==> src/rtl/idct_mac_sequencer.sv <==
// idct_mac_sequencer
//   Sequences one 8-point 1-D IDCT pass over an 8x8 block. Each output is
//   formed from 8 multiply-accumulate taps, one tap per cycle. The result is
//   rounded, saturated and written back through a ready/valid write port.
//   mode=0 runs the row pass and mode=1 runs the column (transposed) pass.
// Ports
//   clk, rst         : clock; asynchronous active-high reset
//   start, mode      : start a pass (sampled in IDLE); pass direction, latched
//   busy, done       : pass in progress; one-cycle pulse after the last write
//   rd_en            : read strobe shared by the block buffer and the ROM
//   in_addr          : block-buffer read address
//   coef_addr        : cosine ROM read address (k*8+n)
//   in_data          : sample returned the cycle after rd_en
//   coef_data        : coefficient returned the cycle after rd_en
//   out_we           : write valid; out_ready accepts it
//   out_addr         : write address
//   out_data         : rounded, saturated result
module idct_mac_sequencer #(
  parameter int DW   = 16,
  parameter int CW   = 16,
  parameter int FRAC = 14,
  parameter int OW   = 16,
  parameter int AW   = DW + CW + 3
) (
  input  logic                 clk,
  input  logic                 rst,
  input  logic                 start,
  input  logic                 mode,
  output logic                 busy,
  output logic                 done,
  output logic                 rd_en,
  output logic [5:0]           in_addr,
  output logic [5:0]           coef_addr,
  input  logic signed [DW-1:0] in_data,
  input  logic signed [CW-1:0] coef_data,
  output logic                 out_we,
  input  logic                 out_ready,
  output logic [5:0]           out_addr,
  output logic signed [OW-1:0] out_data
);

  localparam int PW = DW + CW;

  localparam logic [2:0] S_IDLE  = 3'd0;
  localparam logic [2:0] S_READ  = 3'd1;
  localparam logic [2:0] S_DRAIN = 3'd2;
  localparam logic [2:0] S_WRITE = 3'd3;
  localparam logic [2:0] S_DONE  = 3'd4;

  // Rounding offset and saturation limits, held one bit wider than the
  // accumulator so the rounding add can never wrap.
  localparam logic signed [AW:0] RND_V = {{(AW-FRAC+1){1'b0}}, 1'b1, {(FRAC-1){1'b0}}};
  localparam logic signed [AW:0] MAX_V = {{(AW-OW+2){1'b0}}, {(OW-1){1'b1}}};
  localparam logic signed [AW:0] MIN_V = {{(AW-OW+2){1'b1}}, {(OW-1){1'b0}}};

  function automatic logic signed [OW-1:0] round_sat(input logic signed [AW-1:0] a);
    logic signed [AW:0] t;
    logic signed [AW:0] s;
    t = $signed({a[AW-1], a}) + RND_V;
    s = t >>> FRAC;
    if (s > MAX_V)      round_sat = OW'(MAX_V);
    else if (s < MIN_V) round_sat = OW'(MIN_V);
    else                round_sat = OW'(s);
  endfunction

  // Control state
  logic [2:0] state_q, state_d;
  logic [2:0] r_q, r_d;
  logic [2:0] k_q, k_d;
  logic [2:0] n_q, n_d;
  logic       mode_q, mode_d;
  logic       drain_q, drain_d;
  logic [5:0] out_addr_q, out_addr_d;

  // Datapath pipeline
  logic                 vld_p0_q, vld_p0_d;
  logic [2:0]           tap_p0_q, tap_p0_d;
  logic                 vld_p1_q, vld_p1_d;
  logic [2:0]           tap_p1_q, tap_p1_d;
  logic signed [PW-1:0] prod_p1_q, prod_p1_d;
  logic signed [AW-1:0] acc_q, acc_d;
  logic signed [OW-1:0] out_data_q, out_data_d;

  assign busy      = (state_q == S_READ) || (state_q == S_DRAIN) || (state_q == S_WRITE);
  assign done      = (state_q == S_DONE);
  assign rd_en     = (state_q == S_READ);
  assign out_we    = (state_q == S_WRITE);
  // Addresses are parked at zero whenever no read is in flight.
  assign in_addr   = rd_en ? (mode_q ? {n_q, r_q} : {r_q, n_q}) : 6'd0;
  assign coef_addr = rd_en ? {k_q, n_q} : 6'd0;
  assign out_addr  = out_addr_q;
  assign out_data  = out_data_q;

  always_comb begin
    state_d    = state_q;
    r_d        = r_q;
    k_d        = k_q;
    n_d        = n_q;
    mode_d     = mode_q;
    drain_d    = drain_q;
    out_addr_d = out_addr_q;
    case (state_q)
      S_IDLE: begin
        if (start) begin
          state_d = S_READ;
          mode_d  = mode;
          r_d     = 3'd0;
          k_d     = 3'd0;
          n_d     = 3'd0;
        end
      end
      S_READ: begin
        // n wraps back to 0 after tap 7, ready for the next output.
        n_d = n_q + 3'd1;
        if (n_q == 3'd7) begin
          state_d = S_DRAIN;
          drain_d = 1'b0;
        end
      end
      S_DRAIN: begin
        drain_d = 1'b1;
        if (drain_q) begin
          state_d    = S_WRITE;
          out_addr_d = mode_q ? {k_q, r_q} : {r_q, k_q};
        end
      end
      S_WRITE: begin
        if (out_ready) begin
          if ((r_q == 3'd7) && (k_q == 3'd7)) begin
            state_d = S_DONE;
          end else begin
            state_d = S_READ;
            k_d     = k_q + 3'd1;
            if (k_q == 3'd7) r_d = r_q + 3'd1;
          end
        end
      end
      S_DONE:  state_d = S_IDLE;
      default: state_d = S_IDLE;
    endcase
  end

  always_comb begin
    // p0: memory data returns one cycle after the read strobe
    vld_p0_d  = rd_en;
    tap_p0_d  = n_q;
    // p1: registered product
    vld_p1_d  = vld_p0_q;
    tap_p1_d  = tap_p0_q;
    prod_p1_d = vld_p0_q ? (PW'(in_data) * PW'(coef_data)) : prod_p1_q;
    // p2: accumulate; tap 0 overwrites so no clear cycle is needed
    acc_d = acc_q;
    if (vld_p1_q) begin
      acc_d = (tap_p1_q == 3'd0) ? AW'(prod_p1_q) : (acc_q + AW'(prod_p1_q));
    end
    out_data_d = out_data_q;
    if (vld_p1_q && (tap_p1_q == 3'd7)) out_data_d = round_sat(acc_d);
  end

  always_ff @(posedge clk or posedge rst) begin
    if (rst) begin
      state_q    <= S_IDLE;
      r_q        <= 3'd0;
      k_q        <= 3'd0;
      n_q        <= 3'd0;
      mode_q     <= 1'b0;
      drain_q    <= 1'b0;
      out_addr_q <= 6'd0;
      vld_p0_q   <= 1'b0;
      tap_p0_q   <= 3'd0;
      vld_p1_q   <= 1'b0;
      tap_p1_q   <= 3'd0;
      prod_p1_q  <= '0;
      acc_q      <= '0;
      out_data_q <= '0;
    end else begin
      state_q    <= state_d;
      r_q        <= r_d;
      k_q        <= k_d;
      n_q        <= n_d;
      mode_q     <= mode_d;
      drain_q    <= drain_d;
      out_addr_q <= out_addr_d;
      vld_p0_q   <= vld_p0_d;
      tap_p0_q   <= tap_p0_d;
      vld_p1_q   <= vld_p1_d;
      tap_p1_q   <= tap_p1_d;
      prod_p1_q  <= prod_p1_d;
      acc_q      <= acc_d;
      out_data_q <= out_data_d;
    end
  end

endmodule
==> config.mk <==
export PLATFORM = sky130hd
export DESIGN_NAME = idct_mac_sequencer
export DESIGN_NICKNAME = d
export VERILOG_FILES = /design/src/rtl/idct_mac_sequencer.sv
export SDC_FILE = /design/constraint.sdc
export NUM_CORES = 1
export LEC_CHECK = 0
export BUFFER_PORTS_ARGS = -buffer_cell sky130_fd_sc_hd__clkbuf_2
export CORE_MARGIN = 2
export CORE_UTILIZATION = 30
export DETAILED_ROUTE_END_ITERATION = 6
export REMOVE_ABC_BUFFERS = 1
export SLEW_MARGIN = 20
export SYNTH_ARGS = -nofsm -noshare
export SYNTH_HDL_FRONTEND = slang
export SYNTH_SLANG_ARGS = --single-unit
==> constraint.sdc <==
create_clock -name clk -period 5.7 [get_ports clk]
set_input_delay 1.14 -clock clk [delete_from_list [all_inputs] [get_ports clk]]
set_output_delay 1.14 -clock clk [all_outputs]
set_load 0.03 [all_outputs]
Word-level counts from Yosys, hierarchy flattened --
Index checks and enable logic that the tools add are counted.
Storage, ports and cells: output and inout port bits 38, memory bits (read-only) 0, bits in latches 0, input bits 37, memories kept 0, word-level logic and storage cells 77, bits in registers 111, RAM bits 0
Cells by class: order comparisons 2, $add $sub $neg 5, eq/ne operators 14, $mul 1, multiplexer cells 25, reduce and logical (&&, ||, !) cells 16, bitwise operators 0, div/mod/pow operators 0, shift operators 0
Operators by type and width (count):
- two-way mux 35 bit | 2
- adder 35 x 15 -> 36 bit (second input constant) | 1
- adder 35 x 32 -> 35 bit | 1
- two-way mux 3 bit | 11
- multiplier 16 x 16 -> 32 bit | 1
- two-way mux 16 bit | 2
- two-way mux 6 bit | 4
- greater-than comparator 22 x 16 -> 1 bit (second input constant) | 1
- less-than comparator 22 x 16 -> 1 bit (second input constant) | 1
- case mux 3 bit (2 select lines) | 3
- == test 3 bit (second input constant) | 5
- case mux 3 bit (4 select lines) | 1
- adder 3 x 1 -> 3 bit (second input constant) | 3
- AND reduction 2 bit | 4
- AND reduction 4 bit | 2
- == test 3 x 2 -> 1 bit (second input constant) | 2
- logical NOT 3 bit | 2
- != test 2 x 1 -> 1 bit (second input constant) | 3
- != test 2 bit (second input constant) | 3
- nonzero test 2 bit | 3
- AND reduction 5 bit | 1
- == test 3 x 1 -> 1 bit (second input constant) | 1
- logical AND 1 bit | 2
- logical OR 1 bit | 2
- other kinds (2) | 2

Depth between registers and ports, before layout --
Gate-level depths: netlist (run 1).
word-level depth 7, depth in mapped cells 28, gate-level depth less buffers 27

Worst setup path before layout (run 1) --
OpenSTA, ideal clock, no wires.
kind input-to-reg, start point input port coef_data[6], end point register prod_p1_q[30], path slack -2077 ps, setup time 125 ps, stages on the path 25, path buffers 1, arrival time 7652 ps, required time 5575 ps, cell sequence clkbuf_1 nand2_1 fa_1 inv_1 fa_1 inv_1 fa_1 inv_1 fa_1 fa_1 inv_1 fa_1 inv_1 ha_1 and2_1 a221oi_1 o21ai_0 o311ai_0 a31oi_1 a41o_1 o31a_1 or4_1 a31oi_1 xnor2_1 mux2_2
Between the ends: cells in the longest elaborated chain, start to end 1
Ends and longest elaborated chain:
- start, declared | line 35 | input logic signed [CW-1:0] coef_data,
- multiplier 16 x 16 -> 32 bit | line 150 | prod_p1_d = vld_p0_q ? (PW'(in_data) * PW'(coef_data)) : prod_p1_q;
- end signal, assigned | line 188 | prod_p1_q <= prod_p1_d;
- end, declared | line 80 | logic signed [PW-1:0] prod_p1_q, prod_p1_d;
Every way passes these cells. A chain may end at the register's enable or synchronous reset.

Final worst setup path (run 1) --
start point input port in_data[5], end point register prod_p1_q[30]
Between the ends: cells in the longest elaborated chain, start to end 1
Ends and longest elaborated chain:
- start, declared | line 34 | input logic signed [DW-1:0] in_data,
- multiplier 16 x 16 -> 32 bit | line 150
Every way passes these cells.

==> results.yml, run 1 <==
outcome:
  outcome: "complete, but fails checks"
  violations: "negative setup slack"
synth:
  yosys.cell_types.count: 87
  ys.flop_type: "dfrtp_1"
  ys_seq_area_share_pct: 16.2
  synthTopCellsByCount: "348 x inv_1, 263 x fa_1, 191 x nand2_1, 123 x ha_1, 117 x nor2_1"
  synth.most_common_cell: "inv_1"
  synth_top_area_share_pct: 30.7
  synth-seq-cells: 111
  syn_avg_cell_area_um2: 9.01
  netlist_area_um2: 17200
  netlist_top_cells_area: "fa_1 31%, dfrtp_1 16%, ha_1 9.0%"
  ys_warn_count: 0
  async_flop_share_pct: 100
  synthCells: 1905
  synth_edf_count: 0
  synth_top_area_cell: "fa_1"
timing:
  fmax_mhz: 137
  setup_viol: 18
  min_period_ps: 7280
  setup_tns_ps: -15090
  fin_skew_ps: 16.7
  rsz0062_at_grt: "true"
  slew_headroom_pct: 25.7
  hold_violations: 0
  final-max-slew-violation-count: 0
  finalCritPeriodShare_pct: 128
  tightest_slew_ps: 1110
  worst_slack_ps: -1580
floorplan:
  start_util_pct: 30.4
  die_h_um: 243
  core_area_um2: 56500
  dieArea_um2: 59200
  std_cell_rows: 87
  ios: 75
  die-width_um: 243
finish:
  drive_gt1_share_pct: 19.0
  final_nets: 2518
  syn_to_final_growth_pct: 18.5
  diodes: 0
drt:
  drc: 0
  ant_nets: 0
  routed_wl_um: 43000
  dr.pass1.iters: 5
  vias: 13800
  viasPerCell: 4.82
  drt_iter0_drc: 652
  wire_per_inst_um: 15.1
grt:
  grt_pass1_vias: 15200
  grt_max_degree: 74
  antenna_found_initial: 1
  overflow: 0
  grt_usage_pct: 15.2
  grt_pass1_wl_um: 74500
clocking:
  clkSlewWorstSetupHoldPaths_ps: 80
  cts_tree: "yes"
  htree_levels: 3
  clockBufferDepth: 2
  cts_buffers: 9
  cts_root_buf: "clkbuf_16"
  clkSinkCount: 111
  insertion_delay_ps: 370
  cts_hold_buf: 0
hold_path:
  min_path_type: "register to register"
  min_from: "tap_p0_q[1]$_DFF_PP0_"
  hold-path-endpoint: "tap_p1_q[1]$_DFF_PP0_"
  min_path_cells: 0
place:
  io_buffers: 74
  gp_congestion: 0.877
  post-dp-hpwl_um: 35900
worst_setup_path:
  crit_family: "adder cells"
  arrival_ps: 7520
  reg2reg_depth: 17
  slowest_delay_ps: 540
  reg2reg_to: "out_data[0]$_DFFE_PP0P_"
  critPathBufInv: 7
  timing.rr.start: "prod_p1_q[0]$_DFFE_PP0P_"
  cpMostUsedCell: "fa_1"
  crit_required_ps: 5940
  worstPathMaxFanout: 5
  cp-end-kind: "register"
  start_kind: "input pin"
  critical_path_class: "input pin to register"
  crit_slowest_cell: "fa_1"
  r2r_setup_slack_ps: 710
job:
  drv_cap: 0
layer usage:
metal  wire length [µm]  vias to the layer above  part of all wire (%)  global-route usage, %
met5                  0                        -                     0                      0
met4               1010                        0                   2.3                   3.86
met1              18200                     6984                    42                   18.6
met2              22300                      257                    52                   28.1
li1                   -                     6481                     -                      -
met3               1510                       58                   3.5                   2.08
logic make-up after synthesis:
group	synth area share (%)
AND/OR/NAND/NOR	16.5
buffers and inverters	9.38
adder cells (fa/ha/maj)	39.6
AO/OA/AOI/OAI	12.2
flip-flops	16.2
XOR/XNOR	3.16
multiplexers	2.97
layout make-up:
| class | instances | area (µm²) |
|---|---|---|
| clock buffers | 9 | 225 |
| inverters | 348 | 1310 |
| fillers | 5767 | 36100 |
| multi-input cells | 1373 | 13100 |
| well taps | 756 | 946 |
| repair buffers | 252 | 1920 |
| clock inverters | 7 | 63.8 |
| flip-flops and latches | 111 | 2780 |
what timing repair did:
item	CTS	global route
gates cloned	0	0
gates resized for setup	98	41
pin swaps	62	33
setup buffers	10	8
setup endpoints to repair	20	22
registers in the layout, indices dropped and copies added, names as in the netlist:
name and count:
out_data 16, mode_q 1, vld_p1_q 1, prod_p1_q 32, tap_p0_q 3, drain_q 1, n_q 3, out_addr 6
k_q 3, acc_q 35, state_q 3, r_q 3, tap_p1_q 3, vld_p0_q 1
per-stage QoR:
step | worst slack (ps) | util, % | instances | area [µm²] | hold slack, ps
finish | -1580 | 36.0 | 2856 | 20400 | 354
global placement | -2420 | 34.3 | 2823 | 19400 | 335
global route | -1800 | 36.0 | 2856 | 20400 | 359
CTS | -1540 | 35.7 | 2848 | 20200 | 357
detailed placement | -2450 | 34.3 | 2823 | 19400 | 338
floorplan | -1860 | - | 1832 | 16900 | 331
cell usage in the layout (no fill, tap or decap), types with 26 or more instances in the layout:
master,instances
a21oi_1,84
nand3_1,29
xnor2_1,46
and2_1,104
o21ai_0,31
dfrtp_1,110
ha_1,117
a21o_1,26
buf_4,161
inv_1,336
nand2_1,190
fa_1,256
a31oi_1,26
clkbuf_2,58
nor2_1,115
worst max-delay path by stage:
| stage | start | to | slack [ps] | cells after the start |
|---|---|---|---|---|
| after floorplan | in_data[5] | prod_p1_q[30]$_DFFE_PP0P_ | -1860 | 24 |
| final | in_data[5] | prod_p1_q[30]$_DFFE_PP0P_ | -1580 | 28 |
| after CTS | coef_data[5] | prod_p1_q[31]$_DFFE_PP0P_ | -1540 | 29 |
| after global routing | in_data[5] | prod_p1_q[30]$_DFFE_PP0P_ | -1800 | 28 |
| after detailed placement | coef_data[4] | prod_p1_q[30]$_DFFE_PP0P_ | -2450 | 26 |
| after global placement | coef_data[4] | prod_p1_q[30]$_DFFE_PP0P_ | -2420 | 26 |
Power of run 1 is left out: the tool's default activity adds up to more than one toggle a clock period on the data nets, which glitch-free logic cannot reach.
==> inputs of run 2 (changes only) <==
Settings changed: RECOVER_POWER set to 25.
==> run 2 against run 1 <==
Against the previous run: the flow finishes with violations (max-capacitance violations, max-slew violations, negative setup slack); setup slack is the same; global-route usage is the same; final cell count is the same; count of clock-buffer cells in the layout is the same; maximum frequency is the same; cell area is essentially flat; worst hold slack is the same; register-to-register slack is essentially flat; die area is the same; largest cell class unchanged.
==> results.yml, run 2 (synthesized netlist as in run 1, its figures left out) <==
outcome:
  outcome: "complete, but fails checks"
  violations: "max-capacitance violations, max-slew violations, negative setup slack"
clocking:
  clkSinkCount: 111
  cts_buffers: 9
  insertion_delay_ps: 370
  clockBufferDepth: 2
  cts_tree: "yes"
  htree_levels: 3
  cts_root_buf: "clkbuf_16"
  cts_hold_buf: 0
  clkSlewWorstSetupHoldPaths_ps: 80
place:
  placedCellCount: 2823
  gp_congestion: 0.877
  post-dp-hpwl_um: 35900
  placed_cell_area_um2: 19400
  io_buffers: 74
floorplan:
  std_cell_rows: 87
  die-width_um: 243
  start_util_pct: 30.4
  core_area_um2: 56500
  ios: 75
  die_h_um: 243
  dieArea_um2: 59200
grt:
  grt_pass1_wl_um: 74500
  grt_pass1_vias: 15200
  grt_max_degree: 74
  overflow: 0
  antenna_found_initial: 1
  grt_usage_pct: 15.2
worst_setup_path:
  start_kind: "input pin"
  timing.rr.start: "prod_p1_q[0]$_DFFE_PP0P_"
  critical_path_class: "input pin to register"
  r2r_setup_slack_ps: 710
  worstSetupEndpoint: "prod_p1_q[30]$_DFFE_PP0P_"
  critPathLaunch: "in_data[5]"
  arrival_ps: 7520
  worstPathMaxFanout: 5
  reg2reg_to: "out_data[0]$_DFFE_PP0P_"
  crit_required_ps: 5940
  cp-end-kind: "register"
  reg2reg_depth: 17
timing:
  tightest_slew_ps: 3350
  worst_slack_ps: -1580
  fin_skew_ps: 16.7
  min_period_ps: 7280
  fmax_mhz: 137
  setup_tns_ps: -15090
  hold_violations: 0
  setup_viol: 18
  rsz0062_at_grt: "true"
  slew_headroom_pct: -124
  whs_ps: 354
  final-max-slew-violation-count: 74
  finalCritPeriodShare_pct: 128
finish:
  diodes: 0
  most-common-layout-cells: "336 x inv_1, 256 x fa_1, 190 x nand2_1"
  syn_to_final_growth_pct: 18.5
  fin_cells: 2856
  final_nets: 2518
  drive_gt1_share_pct: 19.0
  top_register: "acc_q"
  layout_commonest_cell: "inv_1"
  largest_reg_flops: 35
  final_area_um2: 20300
drt:
  vias: 13800
  drt_iter0_drc: 652
  dr.pass1.iters: 5
  routed_wl_um: 43000
  viasPerCell: 4.82
  drc: 0
  ant_nets: 0
  wire_per_inst_um: 15.1
hold_path:
  min_path_type: "register to register"
  min_path_cells: 0
job:
  drv_cap: 1
run 2: per-layer routing:
layer  track usage [%]  up-vias  part of all wire (%)
met2              28.1      257                    52
met4              3.86        0                   2.3
met3              2.08       58                   3.5
met1              18.6     6981                    42
met5                 0        -                     0
li1                  -     6481                     -
run 2: worst min-delay path by stage:
stage	startpoint	endpoint	slack, ps
6_report	tap_p0_q[1]$_DFF_PP0_	tap_p1_q[1]$_DFF_PP0_	350
5_1_grt	tap_p0_q[1]$_DFF_PP0_	tap_p1_q[1]$_DFF_PP0_	360
4_1_cts	tap_p0_q[1]$_DFF_PP0_	tap_p1_q[1]$_DFF_PP0_	360
3_5_place_dp	tap_p0_q[1]$_DFF_PP0_	tap_p1_q[1]$_DFF_PP0_	340
3_3_place_gp	tap_p0_q[1]$_DFF_PP0_	tap_p1_q[1]$_DFF_PP0_	330
2_1_floorplan	tap_p0_q[0]$_DFF_PP0_	tap_p1_q[0]$_DFF_PP0_	330
run 2: timing repair:
action / in CTS / in global routing
pin swaps: 62 / 33
buffers inserted: 10 / 8
endpoints found under the setup margin: 20 / 22
resized for setup: 98 / 41
run 2: final cells by class:
| type | count | area (µm²) |
|---|---|---|
| Fill cell | 5768 | 36100 |
| Multi-Input combinational cell | 1373 | 13100 |
| Sequential cell | 111 | 2780 |
| Timing Repair Buffer | 252 | 1920 |
| Inverter | 348 | 1310 |
| Tap cell | 756 | 946 |
| Clock buffer | 9 | 225 |
| Clock inverter | 7 | 63.8 |
run 2: stage by stage:
stage / setup slack [ps] / utilization (%)
6_report: -1580 / 36.0
2_1_floorplan: -1860 / -
3_5_place_dp: -2450 / 34.3
3_3_place_gp: -2420 / 34.3
4_1_cts: -1540 / 35.7
5_1_grt: -1800 / 36.0
run 2: critical path, stage by stage:
cell and delay [ps]:
clkbuf_16 130, buf_6 110, and2_4 120, fa_1 490
inv_1 60, fa_2 530, inv_2 40, fa_1 440
ha_1 300, inv_2 40, fa_1 540, inv_2 40
fa_1 540, ha_4 210, a21o_1 210, a21oi_2 210
o21bai_4 90, a221oi_2 250, o21ai_2 120, o311ai_2 220
buf_4 170, a31oi_4 80, a41o_1 210, o31a_1 250
or4_1 400, a31oi_1 210, xnor2_1 90, mux2_4 260
Power of run 2 is left out for the same reason.
